<file path="src/rtl/sram_march_bist.sv">
// rtl/sram_march_bist.sv - March C- BIST initiator for a single-port SRAM wrapper
// Optional SRAM_MARCH_BIST_DIAG_EN: run to completion on miscompare and count failures in fail_cnt.
module sram_march_bist #(
    parameter int ADDR_W = 9,
    parameter int DATA_W = 8,
    parameter int RD_LAT = 1,
    parameter logic [DATA_W-1:0] BG0 = '0
) (
    input  logic              clk,
    input  logic              rst_n,
    input  logic              start,
    output logic              busy,
    output logic              done,
    output logic              pass,
    output logic [ADDR_W-1:0] fail_addr,
    output logic [DATA_W-1:0] fail_exp,
    output logic [DATA_W-1:0] fail_act,
    output logic              sram_cen,
    output logic              sram_gwen,
    output logic [DATA_W-1:0] sram_wen,
    output logic [ADDR_W-1:0] sram_a,
    output logic [DATA_W-1:0] sram_d,
    input  logic [DATA_W-1:0] sram_q
`ifdef SRAM_MARCH_BIST_DIAG_EN
    ,
    output logic [15:0]       fail_cnt
`endif
);
    localparam logic [DATA_W-1:0] BG1 = ~BG0;
`ifdef SRAM_MARCH_BIST_DIAG_EN
    localparam bit DIAG = 1'b1;
`else
    localparam bit DIAG = 1'b0;
`endif

    typedef enum logic [3:0] {IDLE, M0, M1, M2, M3, M4, M5, RWAIT, DONE} state_t;

    state_t            state;
    state_t            elem;
    logic [ADDR_W-1:0] addr;
    logic              wr_ph;
    logic [1:0]        wait_cnt;
    logic              failed;

    function automatic logic [DATA_W-1:0] rd_val(input state_t e);
        return (e == M2 || e == M4) ? BG1 : BG0;
    endfunction

    function automatic logic [DATA_W-1:0] wr_val(input state_t e);
        return (e == M1 || e == M3) ? BG1 : BG0;
    endfunction

    function automatic logic is_down(input state_t e);
        return (e == M3 || e == M4);
    endfunction

    function automatic state_t next_elem(input state_t e);
        case (e)
            M0:      return M1;
            M1:      return M2;
            M2:      return M3;
            M3:      return M4;
            M4:      return M5;
            default: return IDLE;
        endcase
    endfunction

    // cur is the element that owns the address counter, also while parked in RWAIT
    state_t            cur;
    state_t            nxt_e;
    logic              last_addr;
    logic [ADDR_W-1:0] nxt_a;
    logic              at_end;
    logic              op_done_wr;
    logic              rd_cmp;
    logic              fail_now;
    logic              abort;
    logic              do_adv;
    logic              do_fin;

    assign cur        = (state == RWAIT) ? elem : state;
    assign last_addr  = is_down(cur) ? (addr == '0) : (addr == {ADDR_W{1'b1}});
    assign nxt_e      = last_addr ? next_elem(cur) : cur;
    assign nxt_a      = last_addr ? (is_down(nxt_e) ? {ADDR_W{1'b1}} : '0)
                                  : (is_down(cur) ? addr - ADDR_W'(1) : addr + ADDR_W'(1));
    assign at_end     = last_addr && (cur == M5);
    assign op_done_wr = (state == M0) || (wr_ph && (state inside {M1, M2, M3, M4}));
    assign rd_cmp     = (state == RWAIT) && (wait_cnt == 2'd0);
    assign fail_now   = rd_cmp && (sram_q != rd_val(elem));
    assign abort      = fail_now && !DIAG;
    assign do_adv     = op_done_wr || (rd_cmp && elem == M5);
    assign do_fin     = abort || (do_adv && at_end);

    always_ff @(posedge clk) begin
        if (!rst_n) begin
            state     <= IDLE;
            elem      <= IDLE;
            addr      <= '0;
            wr_ph     <= 1'b0;
            wait_cnt  <= 2'd0;
            failed    <= 1'b0;
            busy      <= 1'b0;
            done      <= 1'b0;
            pass      <= 1'b0;
            fail_addr <= '0;
            fail_exp  <= '0;
            fail_act  <= '0;
            sram_cen  <= 1'b1;
            sram_gwen <= 1'b1;
            sram_wen  <= '1;
            sram_a    <= '0;
            sram_d    <= '0;
`ifdef SRAM_MARCH_BIST_DIAG_EN
            fail_cnt  <= '0;
`endif
        end else begin
            if (fail_now) begin
                failed <= 1'b1;
                if (!failed) begin
                    fail_addr <= addr;
                    fail_exp  <= rd_val(elem);
                    fail_act  <= sram_q;
                end
`ifdef SRAM_MARCH_BIST_DIAG_EN
                if (fail_cnt != 16'hFFFF) fail_cnt <= fail_cnt + 16'd1;
`endif
            end
            if (do_fin) begin
                state     <= DONE;
                busy      <= 1'b0;
                done      <= 1'b1;
                pass      <= !(failed || fail_now);
                wr_ph     <= 1'b0;
                sram_cen  <= 1'b1;
                sram_gwen <= 1'b1;
                sram_wen  <= '1;
                sram_a    <= '0;
                sram_d    <= '0;
            end else if (do_adv) begin
                // only M0 writes first; every other element opens each address with a read
                state     <= nxt_e;
                addr      <= nxt_a;
                wr_ph     <= 1'b0;
                sram_cen  <= 1'b0;
                sram_a    <= nxt_a;
                sram_gwen <= (nxt_e != M0);
                sram_wen  <= (nxt_e == M0) ? '0 : '1;
                sram_d    <= (nxt_e == M0) ? BG0 : '0;
            end else begin
                case (state)
                    IDLE, DONE: begin
                        state <= IDLE;
                        if (start) begin
                            state     <= M0;
                            busy      <= 1'b1;
                            done      <= 1'b0;
                            pass      <= 1'b0;
                            fail_addr <= '0;
                            fail_exp  <= '0;
                            fail_act  <= '0;
                            failed    <= 1'b0;
                            addr      <= '0;
                            wr_ph     <= 1'b0;
                            sram_cen  <= 1'b0;
                            sram_gwen <= 1'b0;
                            sram_wen  <= '0;
                            sram_a    <= '0;
                            sram_d    <= BG0;
`ifdef SRAM_MARCH_BIST_DIAG_EN
                            fail_cnt  <= '0;
`endif
                        end
                    end
                    M1, M2, M3, M4, M5: begin
                        state     <= RWAIT;
                        elem      <= state;
                        wait_cnt  <= 2'(RD_LAT - 1);
                        sram_cen  <= 1'b1;
                        sram_gwen <= 1'b1;
                        sram_wen  <= '1;
                    end
                    RWAIT: begin
                        if (wait_cnt != 2'd0) begin
                            wait_cnt <= wait_cnt - 2'd1;
                        end else begin
                            state     <= elem;
                            wr_ph     <= 1'b1;
                            sram_cen  <= 1'b0;
                            sram_gwen <= 1'b0;
                            sram_wen  <= '0;
                            sram_a    <= addr;
                            sram_d    <= wr_val(elem);
                        end
                    end
                    default: state <= IDLE;
                endcase
            end
        end
    end
endmodule

</file>
<file path="config.mk">
export PLATFORM = sky130hd
export DESIGN_NAME = sram_march_bist
export DESIGN_NICKNAME = d
export VERILOG_FILES = /design/src/rtl/sram_march_bist.sv
export SDC_FILE = /design/constraint.sdc
export NUM_CORES = 1
export LEC_CHECK = 0
export ABC_AREA = 1
export CAP_MARGIN = 20
export CORE_MARGIN = 4
export CORE_UTILIZATION = 45
export DETAILED_ROUTE_END_ITERATION = 12
export PLACE_DENSITY = 0.67
export RECOVER_POWER = 25
export SLEW_MARGIN = 20
export SYNTH_ARGS = -nofsm -noshare
export SYNTH_HDL_FRONTEND = slang
export SYNTH_SLANG_ARGS = --single-unit
</file>
<file path="constraint.sdc">
create_clock -name clk -period 5.94 [get_ports clk]
set_clock_uncertainty 0.1 [all_clocks]
set_input_delay 1.188 -clock clk [delete_from_list [all_inputs] [get_ports clk]]
set_output_delay 1.188 -clock clk [all_outputs]
set_load 0.05 [all_outputs]
</file>
==> qor.yml <==
reg2regPathDepth: 9
wl_mm: 8.81
grt_max_degree: 32
drt_iter0_drc: 203
ant_nets: 0
clock.fmax_ghz: 0.290
start_util_pct: 46.7
r2r-start: "state[1]$_SDFFE_PP0P_"
die_y_um: 95.0
criticalPathCategory: "in -> reg"
p_int_w: 0.000970
whs_path_depth: 2
p_sw_w: 0.000858
nets: 534
required_ps: 6060
cts_buffer_depth: 2
cts_root_buf: "clkbuf_8"
synth_top_cell_by_area: "dfxtp_1"
place_congestion: 0.924
total_power_w: 0.00183
htreeDepth: 3
pwr-share-comb_pct: 50.3
ys_types: 40
start_kind: "input pin"
synthMuxAreaShare_pct: 0
synthXorXnorAreaFrac_pct: 1.29
cp_num_buf_inv: 3
first_pass_iters: 4
num_rows: 31
synth_fp_nets: 484
switching_share_pct: 46.9
synth_top_family_by_area: "simple AND/OR/NAND/NOR gates"
holdPathEnd: "fail_exp[7]$_SDFF_PN0_"
num_vias: 3185
worstHoldStart: "fail_exp[7]$_SDFF_PN0_"
cts_sinks: 61
clk_latency_ps: 340
hold_violations: 0
multiInputGateArea_sq_um: 1710
reg2reg_slack_ps: 3160
p_seq_share_pct: 29.3
p_leak_nw: 1.89
status: "complete, no violations"
numCtsBuffers: 9
n_antenna_cell: 0
portBuffers: 65
final.period_utilization_pct: 58.1
drc: 0
r2r_end: "fail_exp[6]$_SDFF_PN0_"
cts_tree: "done"
core-area_sq_um: 7290
yosysTopAreaCellShare_pct: 35.9
setup_viol: 0
syn_avg_cell_area_sq_um: 7.34
postCtsHoldBufs: 0
fin_tns_setup_ps: 0
antenna_found_initial: 0
p_per_area_nw_per_um2: 437
die_width_um: 95.0
ios: 66
routedWlPerCell_um: 14.3
synth_fa_ha_area_share_pct: 3.53
critPathMaxFanout: 31
synth-simple-area-share_pct: 27.2
end_kind: "flop"
rsz0062_at_grt: "false"
maxSlewHeadroom_pct: 48.6
crit_start: "sram_q[0]"
nFillCells: 759
cpMaxStageDelayCell: "nor2_4"
path_clk_slew_ps: 60
post_cts_buffers: 0
drv_cap: 0
cts_resized: 0
grt_pass1_wl_mm: 14.7
yosys_warnings: 0
netlist_instances: 464
synth_compound_area_share_pct: 19.1
cpPeakStageDelay_ps: 570
worst_slew_pin_slew_ps: 769
dieArea_sq_um: 9020
hpwl_mm: 6.51
syn_area_sq_um: 3400
hold_class: "reg -> reg"
grt_pass1_vias: 3048
ir_drop_v: 0.000253
p_clk_share_pct: 20.4
synth_area_leaders: "dfxtp_1, nand2_1, inv_1"
critPathTopFamily: "simple AND/OR/NAND/NOR gates"
overflow: 0
ys_ff_latch: 61
slew_viol_final: 0
cp_data_arrival_time_ps: 3570
vias_per_cell: 5.16
ff_latch_area_sq_um: 1220
drive_gt1_share_pct: 10.0
ys_seq_area_share_pct: 35.9
area_growth_pct: 22.8
period_minus_slack_ps: 3450
path_cells: "dlygate4sd3_1 > inv_1 > nand4_1 > nor2_1 > o21ai_0 > nand3_1 > nor2_4 > inv_2 > o21ai_2 > a21oi_1"
grtUsageTotal_pct: 20.9
-- power groups by stage --
stage	clock network [W]	logic, W	registers, W
final	0.000374	0.000919	0.000536
after floorplan	0	0.000619	0.000637
after global routing	0.000403	0.00101	0.000546
after global placement	0	0.000914	0.000544
after detailed placement	0	0.000923	0.000545
after CTS	0.000384	0.000931	0.000536
-- sequential cells by signal, summed over array words and instances (netlist names), 2 cells and up --
name / cells
fail_addr: 9
elem: 4
fail_act: 8
wait_cnt: 2
sram_a: 9
addr: 9
state: 4
fail_exp: 8
-- kinds of logic (layout without fill, tap and decap cells) --
group | after synthesis | after routing
and+or+nand+nor | 190 | 190
AOI/OAI and AO/OA | 100 | 100
buffers and inverters | 99 | 153
DFF | 61 | 61
adders and majority gates | 9 | 9
xor gates and xnor gates | 5 | 5
-- how the worst max path moves through the flow --
stage / endpoint / slack [ps] / depth (start not counted)
3_5_place_dp: fail_exp[0]$_SDFF_PN0_ / 2350 / 10
5_1_grt: fail_exp[5]$_SDFF_PN0_ / 2220 / 10
4_1_cts: fail_exp[6]$_SDFF_PN0_ / 2690 / 10
6_report: fail_exp[6]$_SDFF_PN0_ / 2490 / 10
2_1_floorplan: fail_act[0]$_SDFF_PN0_ / 3590 / 7
3_3_place_gp: fail_exp[4]$_SDFF_PN0_ / 2400 / 10
-- stage by stage --
step	area [sq um]	hold WS, ps	util, %	worst slack, ps	std cells
finish	4180	343	57.3	2490	617
global route	4180	378	57.3	2220	617
CTS	4210	350	57.7	2690	617
detailed placement	4010	339	55.0	2350	602
global placement	4010	337	55.0	2400	602
floorplan	3400	326	-	3590	464
-- cells in the final DEF (no fill, tap or decap), types with 3 or more instances in the layout --
cell type        netlist  layout
nand2_1               97      98
inv_1                 63      63
dfxtp_1               61      61
clkdlybuf4s50_1        0      50
a21oi_1               41      41
nand3_1               33      36
nor2_1                20      21
o21ai_0               12      15
o211a_1               15      15
dlygate4sd3_1          0      15
o21ai_1               15      12
clkbuf_8               0      11
inv_2                  9       9
nand4_1                9       9
a21oi_2                8       8
ha_1                   8       8
nor3_1                 6       6
nand2_2                6       5
nor2_4                 3       3
nand3_2                5       3
xnor2_1                3       3
-- synthesized netlist by cell type (all sizes together) --
cell type and number:
o22ai 1, nand2 104, a211oi 2, o211a 15
o21ai 28, nor2 25, a21oi 49, nor3 6
nor4 1, inv 72, o21a 2, nand3 39
buf 25, dfxtp 61, clkinv 1, fa 1
o211ai 2, o31ai 1, nand4 12, ha 8
xor2 2, clkbuf 1, and3 1, and2 2
xnor2 3
-- layout make-up --
| type | instances | share of cell area (%) |
|---|---|---|
| clock inverters | 4 | 1.14 |
| multi-input cells | 304 | 41.0 |
| repair buffers | 65 | 15.6 |
| inverters | 73 | 6.55 |
| well taps | 99 | 2.96 |
| flip-flops and latches | 61 | 29.2 |
| clock buffers | 11 | 3.62 |
-- tightest hold or removal path: stages, from the launching register on --
cell     delay, ps
dfxtp_1        310
inv_1           40
a21oi_1         50
-- per-layer routing --
metal | global-route usage, % | vias to the layer above | wire [um]
li1 | - | 1619 | -
met1 | 25.9 | 1459 | 3950
met2 | 35.2 | 93 | 4180
met3 | 5.58 | 14 | 524
met4 | 6.85 | 0 | 159
met5 | 0 | - | 0
Power figures use the tool's default switching activity.
